### src/rtl/seven_seg_scan_ctrl.sv
// -----------------------------------------------------------------------------
// seven_seg_scan_ctrl
//
// Multiplexed common-anode seven-segment display controller. One digit is
// driven at a time. The digit slot length is set by an internal clock-enable
// prescaler; no derived clock is used. Display data is snapshotted once per
// frame into shadow registers, so the picture never tears mid-scan.
// Per-digit blanking, decimal points, leading-zero blanking, hex or dash glyphs
// for values 10-15, and PWM brightness are supported.
//
// Parameters
//   N_DIGITS    : number of digits scanned (1..16)
//   REFRESH_DIV : clk cycles per digit slot (>= 2)
//   BRIGHT_W    : width of the brightness control
//   HEX_MODE    : 1 = A,b,C,d,E,F for nibbles 10-15; 0 = dash (segment g only)
//
// Ports
//   clk         in   system clock
//   reset       in   synchronous, active-high reset
//   digits_in   in   packed nibbles, nibble i = digit i (digit 0 = rightmost)
//   dp_in       in   decimal point request per digit
//   blank_in    in   force digit dark
//   lzb_en      in   leading-zero blanking enable
//   brightness  in   PWM duty control
//   anode_n     out  active-low digit enables (at most one low)
//   seg_n       out  active-low cathodes {g,f,e,d,c,b,a}
//   dp_n        out  active-low decimal point
//   frame_start out  one-cycle pulse, high in the first cycle the new shadow
//                    data is held
// -----------------------------------------------------------------------------
module seven_seg_scan_ctrl #(
  parameter int N_DIGITS    = 8,
  parameter int REFRESH_DIV = 100000,
  parameter int BRIGHT_W    = 4,
  parameter int HEX_MODE    = 1
) (
  input  logic                  clk,
  input  logic                  reset,
  input  logic [4*N_DIGITS-1:0] digits_in,
  input  logic [N_DIGITS-1:0]   dp_in,
  input  logic [N_DIGITS-1:0]   blank_in,
  input  logic                  lzb_en,
  input  logic [BRIGHT_W-1:0]   brightness,
  output logic [N_DIGITS-1:0]   anode_n,
  output logic [6:0]            seg_n,
  output logic                  dp_n,
  output logic                  frame_start
);

  // Index is at least one bit wide so a single-digit build still elaborates.
  localparam int IDX_W = (N_DIGITS > 1) ? $clog2(N_DIGITS) : 1;
  localparam int PRE_W = $clog2(REFRESH_DIV);

  localparam logic [PRE_W-1:0]    PRE_LAST    = PRE_W'(REFRESH_DIV - 1);
  localparam logic [PRE_W-1:0]    PRE_ONE     = PRE_W'(1);
  localparam logic [IDX_W-1:0]    IDX_LAST    = IDX_W'(N_DIGITS - 1);
  localparam logic [IDX_W-1:0]    IDX_ONE     = IDX_W'(1);
  localparam logic [BRIGHT_W-1:0] PWM_ONE     = BRIGHT_W'(1);
  localparam logic [BRIGHT_W-1:0] BRIGHT_FULL = {BRIGHT_W{1'b1}};
  localparam logic [BRIGHT_W-1:0] BRIGHT_OFF  = {BRIGHT_W{1'b0}};
  localparam logic [6:0]          SEG_DARK    = 7'b1111111;

  // ---------------------------------------------------------------------------
  // Active-low glyph decode. Values 10-15 show letters or a dash depending on
  // HEX_MODE.
  // ---------------------------------------------------------------------------
  function automatic logic [6:0] decode_glyph(input logic [3:0] value);
    logic [6:0] glyph;
    case (value)
      4'h0:    glyph = 7'b1000000;
      4'h1:    glyph = 7'b1111001;
      4'h2:    glyph = 7'b0100100;
      4'h3:    glyph = 7'b0110000;
      4'h4:    glyph = 7'b0011001;
      4'h5:    glyph = 7'b0010010;
      4'h6:    glyph = 7'b0000010;
      4'h7:    glyph = 7'b1111000;
      4'h8:    glyph = 7'b0000000;
      4'h9:    glyph = 7'b0011000;
      4'hA:    glyph = (HEX_MODE != 0) ? 7'b0001000 : 7'b0111111;
      4'hB:    glyph = (HEX_MODE != 0) ? 7'b0000011 : 7'b0111111;
      4'hC:    glyph = (HEX_MODE != 0) ? 7'b1000110 : 7'b0111111;
      4'hD:    glyph = (HEX_MODE != 0) ? 7'b0100001 : 7'b0111111;
      4'hE:    glyph = (HEX_MODE != 0) ? 7'b0000110 : 7'b0111111;
      4'hF:    glyph = (HEX_MODE != 0) ? 7'b0001110 : 7'b0111111;
      default: glyph = SEG_DARK;
    endcase
    return glyph;
  endfunction

  // Timing state
  logic [PRE_W-1:0]    prescaler_r;
  logic [IDX_W-1:0]    index_r;
  logic [BRIGHT_W-1:0] pwm_cnt_r;

  // Frame snapshot
  logic [4*N_DIGITS-1:0] shadow_digits_r;
  logic [N_DIGITS-1:0]   shadow_dp_r;
  logic [N_DIGITS-1:0]   shadow_blank_r;
  logic                  shadow_lzb_r;

  // Registered pin drivers
  logic [N_DIGITS-1:0] anode_n_r;
  logic [6:0]          seg_n_r;
  logic                dp_n_r;
  logic                frame_start_r;

  // Combinational helpers
  logic                tick_s;
  logic                frame_end_s;
  logic [PRE_W-1:0]    prescaler_nxt_s;
  logic [IDX_W-1:0]    index_nxt_s;
  logic [N_DIGITS-1:0] lzb_blank_s;
  logic                zero_run_s;
  logic [3:0]          cur_nibble_s;
  logic                cur_dp_s;
  logic                cur_blank_s;
  logic                cur_lzb_s;
  logic                pwm_on_s;
  logic                lit_s;
  logic [N_DIGITS-1:0] anode_n_s;
  logic [6:0]          seg_n_s;
  logic                dp_n_s;

  // Slot tick, prescaler wrap and digit-index advance.
  always_comb begin
    tick_s          = (prescaler_r == PRE_LAST);
    frame_end_s     = tick_s && (index_r == IDX_LAST);
    prescaler_nxt_s = prescaler_r + PRE_ONE;
    index_nxt_s     = index_r;
    if (tick_s) begin
      prescaler_nxt_s = {PRE_W{1'b0}};
      if (index_r == IDX_LAST) begin
        index_nxt_s = {IDX_W{1'b0}};
      end else begin
        index_nxt_s = index_r + IDX_ONE;
      end
    end else begin
      index_nxt_s = index_r;
    end
  end

  // Prescaler, digit index and free-running PWM counter.
  always_ff @(posedge clk) begin
    if (reset) begin
      prescaler_r <= {PRE_W{1'b0}};
      index_r     <= {IDX_W{1'b0}};
      pwm_cnt_r   <= {BRIGHT_W{1'b0}};
    end else begin
      prescaler_r <= prescaler_nxt_s;
      index_r     <= index_nxt_s;
      pwm_cnt_r   <= pwm_cnt_r + PWM_ONE;
    end
  end

  // Frame snapshot: inputs are captured only at the last slot's tick, so
  // changes mid-frame never reach the pins. Blank-all after reset keeps the
  // display dark until the first real snapshot.
  always_ff @(posedge clk) begin
    if (reset) begin
      shadow_digits_r <= {(4*N_DIGITS){1'b0}};
      shadow_dp_r     <= {N_DIGITS{1'b0}};
      shadow_blank_r  <= {N_DIGITS{1'b1}};
      shadow_lzb_r    <= 1'b0;
    end else if (frame_end_s) begin
      shadow_digits_r <= digits_in;
      shadow_dp_r     <= dp_in;
      shadow_blank_r  <= blank_in;
      shadow_lzb_r    <= lzb_en;
    end else begin
      shadow_digits_r <= shadow_digits_r;
      shadow_dp_r     <= shadow_dp_r;
      shadow_blank_r  <= shadow_blank_r;
      shadow_lzb_r    <= shadow_lzb_r;
    end
  end

  // Leading-zero mask: walk from the most significant digit down, keeping a
  // run flag that stays set while digits are zero with no decimal point.
  // Digit 0 is never blanked so a zero value still shows "0".
  always_comb begin
    zero_run_s  = 1'b1;
    lzb_blank_s = {N_DIGITS{1'b0}};
    for (int i = N_DIGITS - 1; i >= 0; i--) begin
      zero_run_s = zero_run_s & (shadow_digits_r[4*i +: 4] == 4'h0) & ~shadow_dp_r[i];
      if ((i != 0) && shadow_lzb_r) begin
        lzb_blank_s[i] = zero_run_s;
      end else begin
        lzb_blank_s[i] = 1'b0;
      end
    end
  end

  // And-or mux selecting the shadow data of the digit currently scanned.
  always_comb begin
    cur_nibble_s = 4'h0;
    cur_dp_s     = 1'b0;
    cur_blank_s  = 1'b0;
    cur_lzb_s    = 1'b0;
    for (int i = 0; i < N_DIGITS; i++) begin
      cur_nibble_s = cur_nibble_s | (shadow_digits_r[4*i +: 4] & {4{index_r == IDX_W'(i)}});
      cur_dp_s     = cur_dp_s    | (shadow_dp_r[i]    & (index_r == IDX_W'(i)));
      cur_blank_s  = cur_blank_s | (shadow_blank_r[i] & (index_r == IDX_W'(i)));
      cur_lzb_s    = cur_lzb_s   | (lzb_blank_s[i]    & (index_r == IDX_W'(i)));
    end
  end

  // PWM gate: full scale forces on (the compare alone would drop one count),
  // zero forces off, otherwise on while the counter is below the setting.
  always_comb begin
    if (brightness == BRIGHT_FULL) begin
      pwm_on_s = 1'b1;
    end else if (brightness == BRIGHT_OFF) begin
      pwm_on_s = 1'b0;
    end else begin
      pwm_on_s = (pwm_cnt_r < brightness);
    end
  end

  // Pin values for the current slot; a dark digit drives every line high.
  always_comb begin
    lit_s     = ~cur_blank_s & ~cur_lzb_s & pwm_on_s;
    anode_n_s = {N_DIGITS{1'b1}};
    for (int i = 0; i < N_DIGITS; i++) begin
      anode_n_s[i] = ~(lit_s & (index_r == IDX_W'(i)));
    end
    if (lit_s) begin
      seg_n_s = decode_glyph(cur_nibble_s);
      dp_n_s  = ~cur_dp_s;
    end else begin
      seg_n_s = SEG_DARK;
      dp_n_s  = 1'b1;
    end
  end

  // Output registers: one-cycle latency to the pins, glitch-free drive.
  always_ff @(posedge clk) begin
    if (reset) begin
      anode_n_r     <= {N_DIGITS{1'b1}};
      seg_n_r       <= SEG_DARK;
      dp_n_r        <= 1'b1;
      frame_start_r <= 1'b0;
    end else begin
      anode_n_r     <= anode_n_s;
      seg_n_r       <= seg_n_s;
      dp_n_r        <= dp_n_s;
      frame_start_r <= frame_end_s;
    end
  end

  assign anode_n     = anode_n_r;
  assign seg_n       = seg_n_r;
  assign dp_n        = dp_n_r;
  assign frame_start = frame_start_r;

endmodule

### config.mk
export PLATFORM = sky130hd
export DESIGN_NAME = seven_seg_scan_ctrl
export DESIGN_NICKNAME = d
export VERILOG_FILES = /design/src/rtl/seven_seg_scan_ctrl.sv
export SDC_FILE = /design/constraint.sdc
export NUM_CORES = 1
export LEC_CHECK = 0
export CAP_MARGIN = 20
export CORE_MARGIN = 5
export CORE_UTILIZATION = 37
export DETAILED_ROUTE_END_ITERATION = 12
export SETUP_SLACK_MARGIN = 0.4
export SLEW_MARGIN = 0
export SYNTH_ARGS = -nofsm -noshare
export SYNTH_HDL_FRONTEND = slang
export SYNTH_SLANG_ARGS = --single-unit
### constraint.sdc
create_clock -name clk -period 3.4 [get_ports clk]
set_input_delay 0.68 -clock clk [delete_from_list [all_inputs] [get_ports clk]]
set_output_delay 0.68 -clock clk [all_outputs]
set_load 0.03 [all_outputs]
==> impl_metrics.json, run 1 <==
{
  "finalHoldViolCount": 0,
  "synth_top_cells_by_area": "sky130_fd_sc_hd__dfxtp_1 48%, sky130_fd_sc_hd__a22o_1 9.9%, sky130_fd_sc_hd__ha_1 5.3%, sky130_fd_sc_hd__nor2_1 3.1%, sky130_fd_sc_hd__xnor2_1 2.5%",
  "routed_via_density": 5.39,
  "required_ns": 3.68,
  "clock_tree_root": "sky130_fd_sc_hd__clkbuf_8",
  "synth_sequential_area_ratio_pct": 47.6,
  "std_cell_rows": 37,
  "post_dp_hpwl_mm": 6.88,
  "worst-endpoint-arrival_ns": 2.99,
  "totalPowerFinal_uw": 1970,
  "maxCapViolCount": 0,
  "dieArea_mm2": 0.0124,
  "skew_ns": 0.00968,
  "cp-end-kind": "flip-flop",
  "ir_worst_vdd_v": 0.000214,
  "slew_viol_final": 0,
  "netlist_instances": 367,
  "grt_pass1_wl_mm": 15.7,
  "grt_pass1_vias": 3102,
  "status": "complete, no violations",
  "timing.final.crit_period_ns": 2.72,
  "postSynthNetCount": 438,
  "nFillCells": 957,
  "timing.setup.tns_ns": 0,
  "largest_area_contributor_in_the_synthesized_netlist": "sky130_fd_sc_hd__dfxtp_1",
  "synth.cell_area_mm2": 0.00379,
  "transition_time_at_the_pin_with_the_least_slew_margin_ns": 1.06,
  "finish.net_count": 510,
  "slew_headroom_pct": 29.1,
  "grt_total_usage_pct": 15.7,
  "io_buffer_count": 71,
  "postSynthAreaPerCell_um2": 10.3,
  "yosysWarningCount": 0,
  "initial_util_pct": 37.4,
  "critical_path.max_fanout": 8,
  "fmax_mhz": 368,
  "cts_max_path_buffers": 2,
  "totalWireLength_mm": 9.52,
  "drt_pre_antenna_iters": 5,
  "floorplan.die.height_um": 111,
  "number_of_enable_flip_flop_cells_after_synthesis": 0,
  "cts.clk_slew.worst_paths_ns": 0.09,
  "chipWidth_um": 111,
  "r2r_slack_ns": 0.68,
  "design.portCount": 72,
  "proportion_of_synthesized_flip_flops_having_asynchronous_set_or_reset_pct": 0,
  "routabilityCongestion": 0.844,
  "vias": 3122,
  "finish.instance_area_mm2": 0.00482,
  "worst_skew_pair.late_latency_ns": 0.36,
  "power.density_cell_area_mw_per_mm2": 408,
  "grt_overflow": 0,
  "placed_cells": 561,
  "cts-buffers-inserted": 9,
  "leakage_uw": 0.00186,
  "crit_path_start_kind": "flip-flop",
  "cts_sinks": 90,
  "cts_tree": "done",
  "coreArea_mm2": 0.0101,
  "h-tree-depth": 3,
  "post_layout_nonfiller_instances": 579,
  "syn_to_final_growth_pct": 27.2,
  "synth.lib_cells_used.distinct": 52,
  "per_cell_routed_wire_length_um": 16.4,
  "antenna_cells": 0,
  "postSynth.topFlopCell": "sky130_fd_sc_hd__dfxtp_1",
  "share_of_the_synthesized_area_in_the_top_cell_type_pct": 47.6,
  "finalCritPeriodShare_pct": 79.9,
  "place_area_mm2": 0.00458,
  "layout-drive-gt1-share_pct": 8.13,
  "setup.worst_path.class": "reg -> reg",
  "ant_nets": 0,
  "drt-initial-drc-count": 210,
  "finalSetupViolations": 0,
  "drc_errors": 0,
  "ys_seq_elements": 90,
  "grt_start_max_net_pins": 42,
  "grt_antenna_before_repair": 0,
  "hold_class": "reg -> reg",
  "grt_setup_unrepaired": "no"
}
stage by stage:
step	setup WS, ns	util [%]	hold WS [ns]
2_1_floorplan	0.901	-	0.425
3_3_place_gp	0.262	45.1	0.440
3_5_place_dp	0.163	45.1	0.456
4_1_cts	0.552	47.3	0.475
5_1_grt	0.426	47.5	0.511
6_report	0.684	47.5	0.470
sequential cells by signal, indices dropped and copies added, names as in the netlist, 3 cells and up:
| name | flops |
|---|---|
| index_r | 3 |
| anode_n | 8 |
| shadow_blank_r | 8 |
| shadow_digits_r | 32 |
| prescaler_r | 17 |
| seg_n | 7 |
| pwm_cnt_r | 4 |
| shadow_dp_r | 8 |
area by class of cell:
cell class,count,area (um^2),area share (%)
clock buffers,11,141,2.93
clock inverters,4,76.3,1.58
inverters,13,48.8,1.01
multi-input cells,243,1790,37.1
flip-flops and latches,90,1800,37.4
well taps,136,170,3.53
repair buffers,82,793,16.5
critical path, cell delays in order (launching register included):
cell and delay, ns:
sky130_fd_sc_hd__dfxtp_1 0.34, sky130_fd_sc_hd__clkinv_1 0.24, sky130_fd_sc_hd__ha_1 0.42, sky130_fd_sc_hd__a22oi_1 0.23, sky130_fd_sc_hd__nand2_1 0.10, sky130_fd_sc_hd__a211o_1 0.35
sky130_fd_sc_hd__ha_1 0.41, sky130_fd_sc_hd__mux2i_1 0.21, sky130_fd_sc_hd__o221ai_1 0.13, sky130_fd_sc_hd__o21ai_0 0.21
repair_timing:
| action | 4_1_cts | 5_1_grt |
|---|---|---|
| gates resized for setup | 0 | 1 |
| buffers inserted | 0 | 3 |
| hold buffers | 0 | 0 |
| setup endpoints to repair | 0 | 10 |
cells in the final DEF (no fill, tap or decap), drive strengths merged, types with 8 or more instances in the layout:
| cell type | instances |
|---|---|
| dfxtp | 90 |
| clkdlybuf4s50 | 71 |
| a22o | 43 |
| nor2 | 32 |
| nand3 | 18 |
| nand2 | 18 |
| ha | 16 |
| inv | 12 |
| xnor2 | 11 |
| buf | 11 |
| clkbuf | 11 |
| nor3 | 9 |
| o22a | 8 |
cell usage after synthesis (5+ instances only):
cell type,n
sky130_fd_sc_hd__dfxtp_1,90
sky130_fd_sc_hd__a22o_1,43
sky130_fd_sc_hd__nor2_1,31
sky130_fd_sc_hd__nand2_1,18
sky130_fd_sc_hd__nand3_1,18
sky130_fd_sc_hd__ha_1,16
sky130_fd_sc_hd__inv_1,12
sky130_fd_sc_hd__xnor2_1,11
sky130_fd_sc_hd__buf_6,8
sky130_fd_sc_hd__nor3_1,8
sky130_fd_sc_hd__o22a_1,8
sky130_fd_sc_hd__a222oi_1,7
sky130_fd_sc_hd__o21ai_0,7
sky130_fd_sc_hd__clkbuf_1,6
sky130_fd_sc_hd__mux2i_1,5
sky130_fd_sc_hd__o221ai_1,5
sky130_fd_sc_hd__xor2_1,5
per-layer routing:
metal	vias up	global-route usage, %	wire, um
met5	-	0	0
met4	0	4.95	181
met3	15	5.46	620
met2	97	24.1	4300
met1	1481	20.7	4430
li1	1529	-	-
power breakdown:
group	internal, uW	switching, uW
clock	432	368
combinational	65.8	36.3
sequential	1060	5.37
worst paths after layout:
| kind | start | endpoint | cells past startpoint |
|---|---|---|---|
| setup / recovery | index_r[2] | seg_n[3] | 9 |
| hold / removal | pwm_cnt_r[0] | pwm_cnt_r[0] | 1 |
| setup reg to reg | index_r[2] | seg_n[3] | 9 |
| hold reg to reg | pwm_cnt_r[0] | pwm_cnt_r[0] | 1 |
cells by family (layout without fill, tap and decap cells):
kind of cell / Yosys count / count (layout) / synth area share (%)
xor+xnor: 16 / 16 / 3.70
fa+ha+maj: 16 / 16 / 5.29
buf+inv: 34 / 110 / 5.29
mux: 6 / 6 / 1.62
flops: 90 / 90 / 47.6
compound gates: 100 / 100 / 22.2
simple gates: 105 / 105 / 14.3
Note: power is estimated with default switching activity, not from simulation.
==> run 2: changes to the inputs <==
clock period = 2.5 ns   (was 3.4 ns; I/O delays follow)
==> run 2 against run 1 <==
Against the previous run:
- die area unchanged
- design area increased by 16%
- largest cell class is now multi-input gates
- via count grew 9.7%
==> impl_metrics.json, run 2 (synthesis gave the netlist of run 1 again) <==
{
  "largest_register_ff_count": 32,
  "biggest_register": "shadow_digits_r",
  "timing.final.crit_period_ns": 2.33,
  "finalHoldViolCount": 0,
  "cts-buffers-inserted": 9,
  "ant_nets": 0,
  "critical_path.max_fanout": 20,
  "vias": 3425,
  "io_buffer_count": 71,
  "critical-path-top-delay-family": "simple AND/OR/NAND/NOR gates",
  "skew_ns": 0.0182,
  "reg_to_reg_critical_path_endpoint": "shadow_lzb_r",
  "syn_to_final_growth_pct": 47.2,
  "std_cell_rows": 37,
  "slew_headroom_pct": 26.1,
  "cp_num_buf_inv": 0,
  "timing.hold.worst.start": "pwm_cnt_r[0]",
  "routabilityCongestion": 0.803,
  "ir_worst_vdd_v": 0.000457,
  "status": "complete, no violations",
  "final_core_utilization_pct": 55.0,
  "power.density_cell_area_mw_per_mm2": 473,
  "grt_pass1_vias": 3262,
  "design.portCount": 72,
  "nFillCells": 866,
  "drt-initial-drc-count": 238,
  "cp-end-kind": "flip-flop",
  "finish.net_count": 552,
  "crit_path_start_kind": "flip-flop",
  "fmax_mhz": 428,
  "dieArea_mm2": 0.0124,
  "finalCritPeriodShare_pct": 93.4,
  "timing.setup.tns_ns": 0,
  "critical_path.cell_chain": "or4b_1 -> or4_4 -> nor3_4 -> a21oi_2 -> a22o_1",
  "grt_antenna_before_repair": 0,
  "required_ns": 2.76,
  "finalSetupViolations": 0,
  "post_dp_hpwl_mm": 7.16,
  "slew_viol_final": 0,
  "cts_tree": "done",
  "initial_util_pct": 37.4,
  "layout-drive-gt1-share_pct": 27.8,
  "transition_time_at_the_pin_with_the_least_slew_margin_ns": 1.11,
  "r2r-start": "prescaler_r[11]",
  "drt_pre_antenna_iters": 7,
  "timing.critical_path.slowest_stage_cell": "sky130_fd_sc_hd__or4b_1",
  "chipWidth_um": 111,
  "drc_errors": 0,
  "cp_slowest_stage_delay_ns": 0.52,
  "grt_total_usage_pct": 16.6,
  "totalWireLength_mm": 11.3,
  "grt_start_max_net_pins": 43,
  "top_registers": "shadow_digits_r: 32 flops, prescaler_r: 17 flops",
  "clock_tree_root": "sky130_fd_sc_hd__clkbuf_8",
  "hold_end": "pwm_cnt_r[0]",
  "cts.clk_slew.worst_paths_ns": 0.09,
  "place_worst_setup_slack_ns": -0.154,
  "worst_skew_pair.late_latency_ns": 0.37,
  "grt_overflow": 0,
  "per_cell_routed_wire_length_um": 18.2,
  "multi_input_area_mm2": 0.00208,
  "cts_max_path_buffers": 2,
  "timing.final.ws_setup_ns": 0.166,
  "grt_setup_unrepaired": "yes",
  "worst-endpoint-arrival_ns": 2.60,
  "most-common-layout-cells": "85 x sky130_fd_sc_hd__dfxtp_1, 71 x sky130_fd_sc_hd__clkdlybuf4s50_1, 43 x sky130_fd_sc_hd__a22o_1",
  "r2r_slack_ns": 0.17,
  "h-tree-depth": 3,
  "worst_hold_path.num_cells": 1,
  "grt_pass1_wl_mm": 16.7,
  "hold_class": "reg -> reg",
  "maxCapViolCount": 0,
  "antenna_cells": 0,
  "layout_commonest_cell": "sky130_fd_sc_hd__dfxtp_1",
  "routed_via_density": 5.52,
  "cts_hold_repair.buffers": 0,
  "cts_sinks": 90,
  "leakage_uw": 0.00215,
  "setup.worst_path.class": "reg -> reg",
  "floorplan.die.height_um": 111,
  "rr_worst_depth": 5,
  "coreArea_mm2": 0.0101,
  "seqCellArea_mm2": 0.00181
}
[run 2: worst max path at each step]
stage	from	end	slack (ns)	cells after the start
2_1_floorplan	prescaler_r[11]	shadow_digits_r[2]	0.31	6
3_3_place_gp	brightness[1]	seg_n[2]	-0.07	9
3_5_place_dp	brightness[1]	seg_n[2]	-0.15	9
4_1_cts	index_r[1]	anode_n[0]	0.19	10
5_1_grt	index_r[1]	seg_n[0]	0.03	10
6_report	prescaler_r[11]	shadow_lzb_r	0.17	5
[run 2: cell type report]
type | count | area share [%]
Clock inverter | 5 | 1.12
Clock buffer | 10 | 2.47
Timing Repair Buffer | 121 | 22.5
Tap cell | 136 | 3.05
Multi-Input combinational cell | 246 | 37.3
Inverter | 13 | 1.05
Sequential cell | 90 | 32.5
[run 2: routing by layer]
layer / track usage, % / vias up / wire, um
met3: 4.53 / 22 / 864
met4: 5.11 / 0 / 226
li1: - / 1613 / -
met5: 0 / - / 0
met1: 21.1 / 1655 / 4760
met2: 27.5 / 135 / 5460
[run 2: stage by stage]
step                area [um^2]  cells  power, uW  hold slack, ns
floorplan                  3890    367       1530           0.425
global placement           4740    571       1630           0.440
detailed placement         4740    571       1630           0.447
CTS                        5240    606       2640           0.465
global route               5580    621       2730           0.509
finish                     5580    621       2640           0.474
[run 2: where the power goes]
group,total [uW],switching [uW],internal [uW]
logic,173,64.7,108
clock network,1020,531,489
registers,1450,7.68,1440
total,2640,604,2040
[run 2: repair_timing]
item | in CTS | in global routing
gates cloned | 2 | 5
endpoints found under the setup margin | 81 | 84
pin swaps | 10 | 32
gates resized for setup | 30 | 46
buffers inserted | 18 | 10
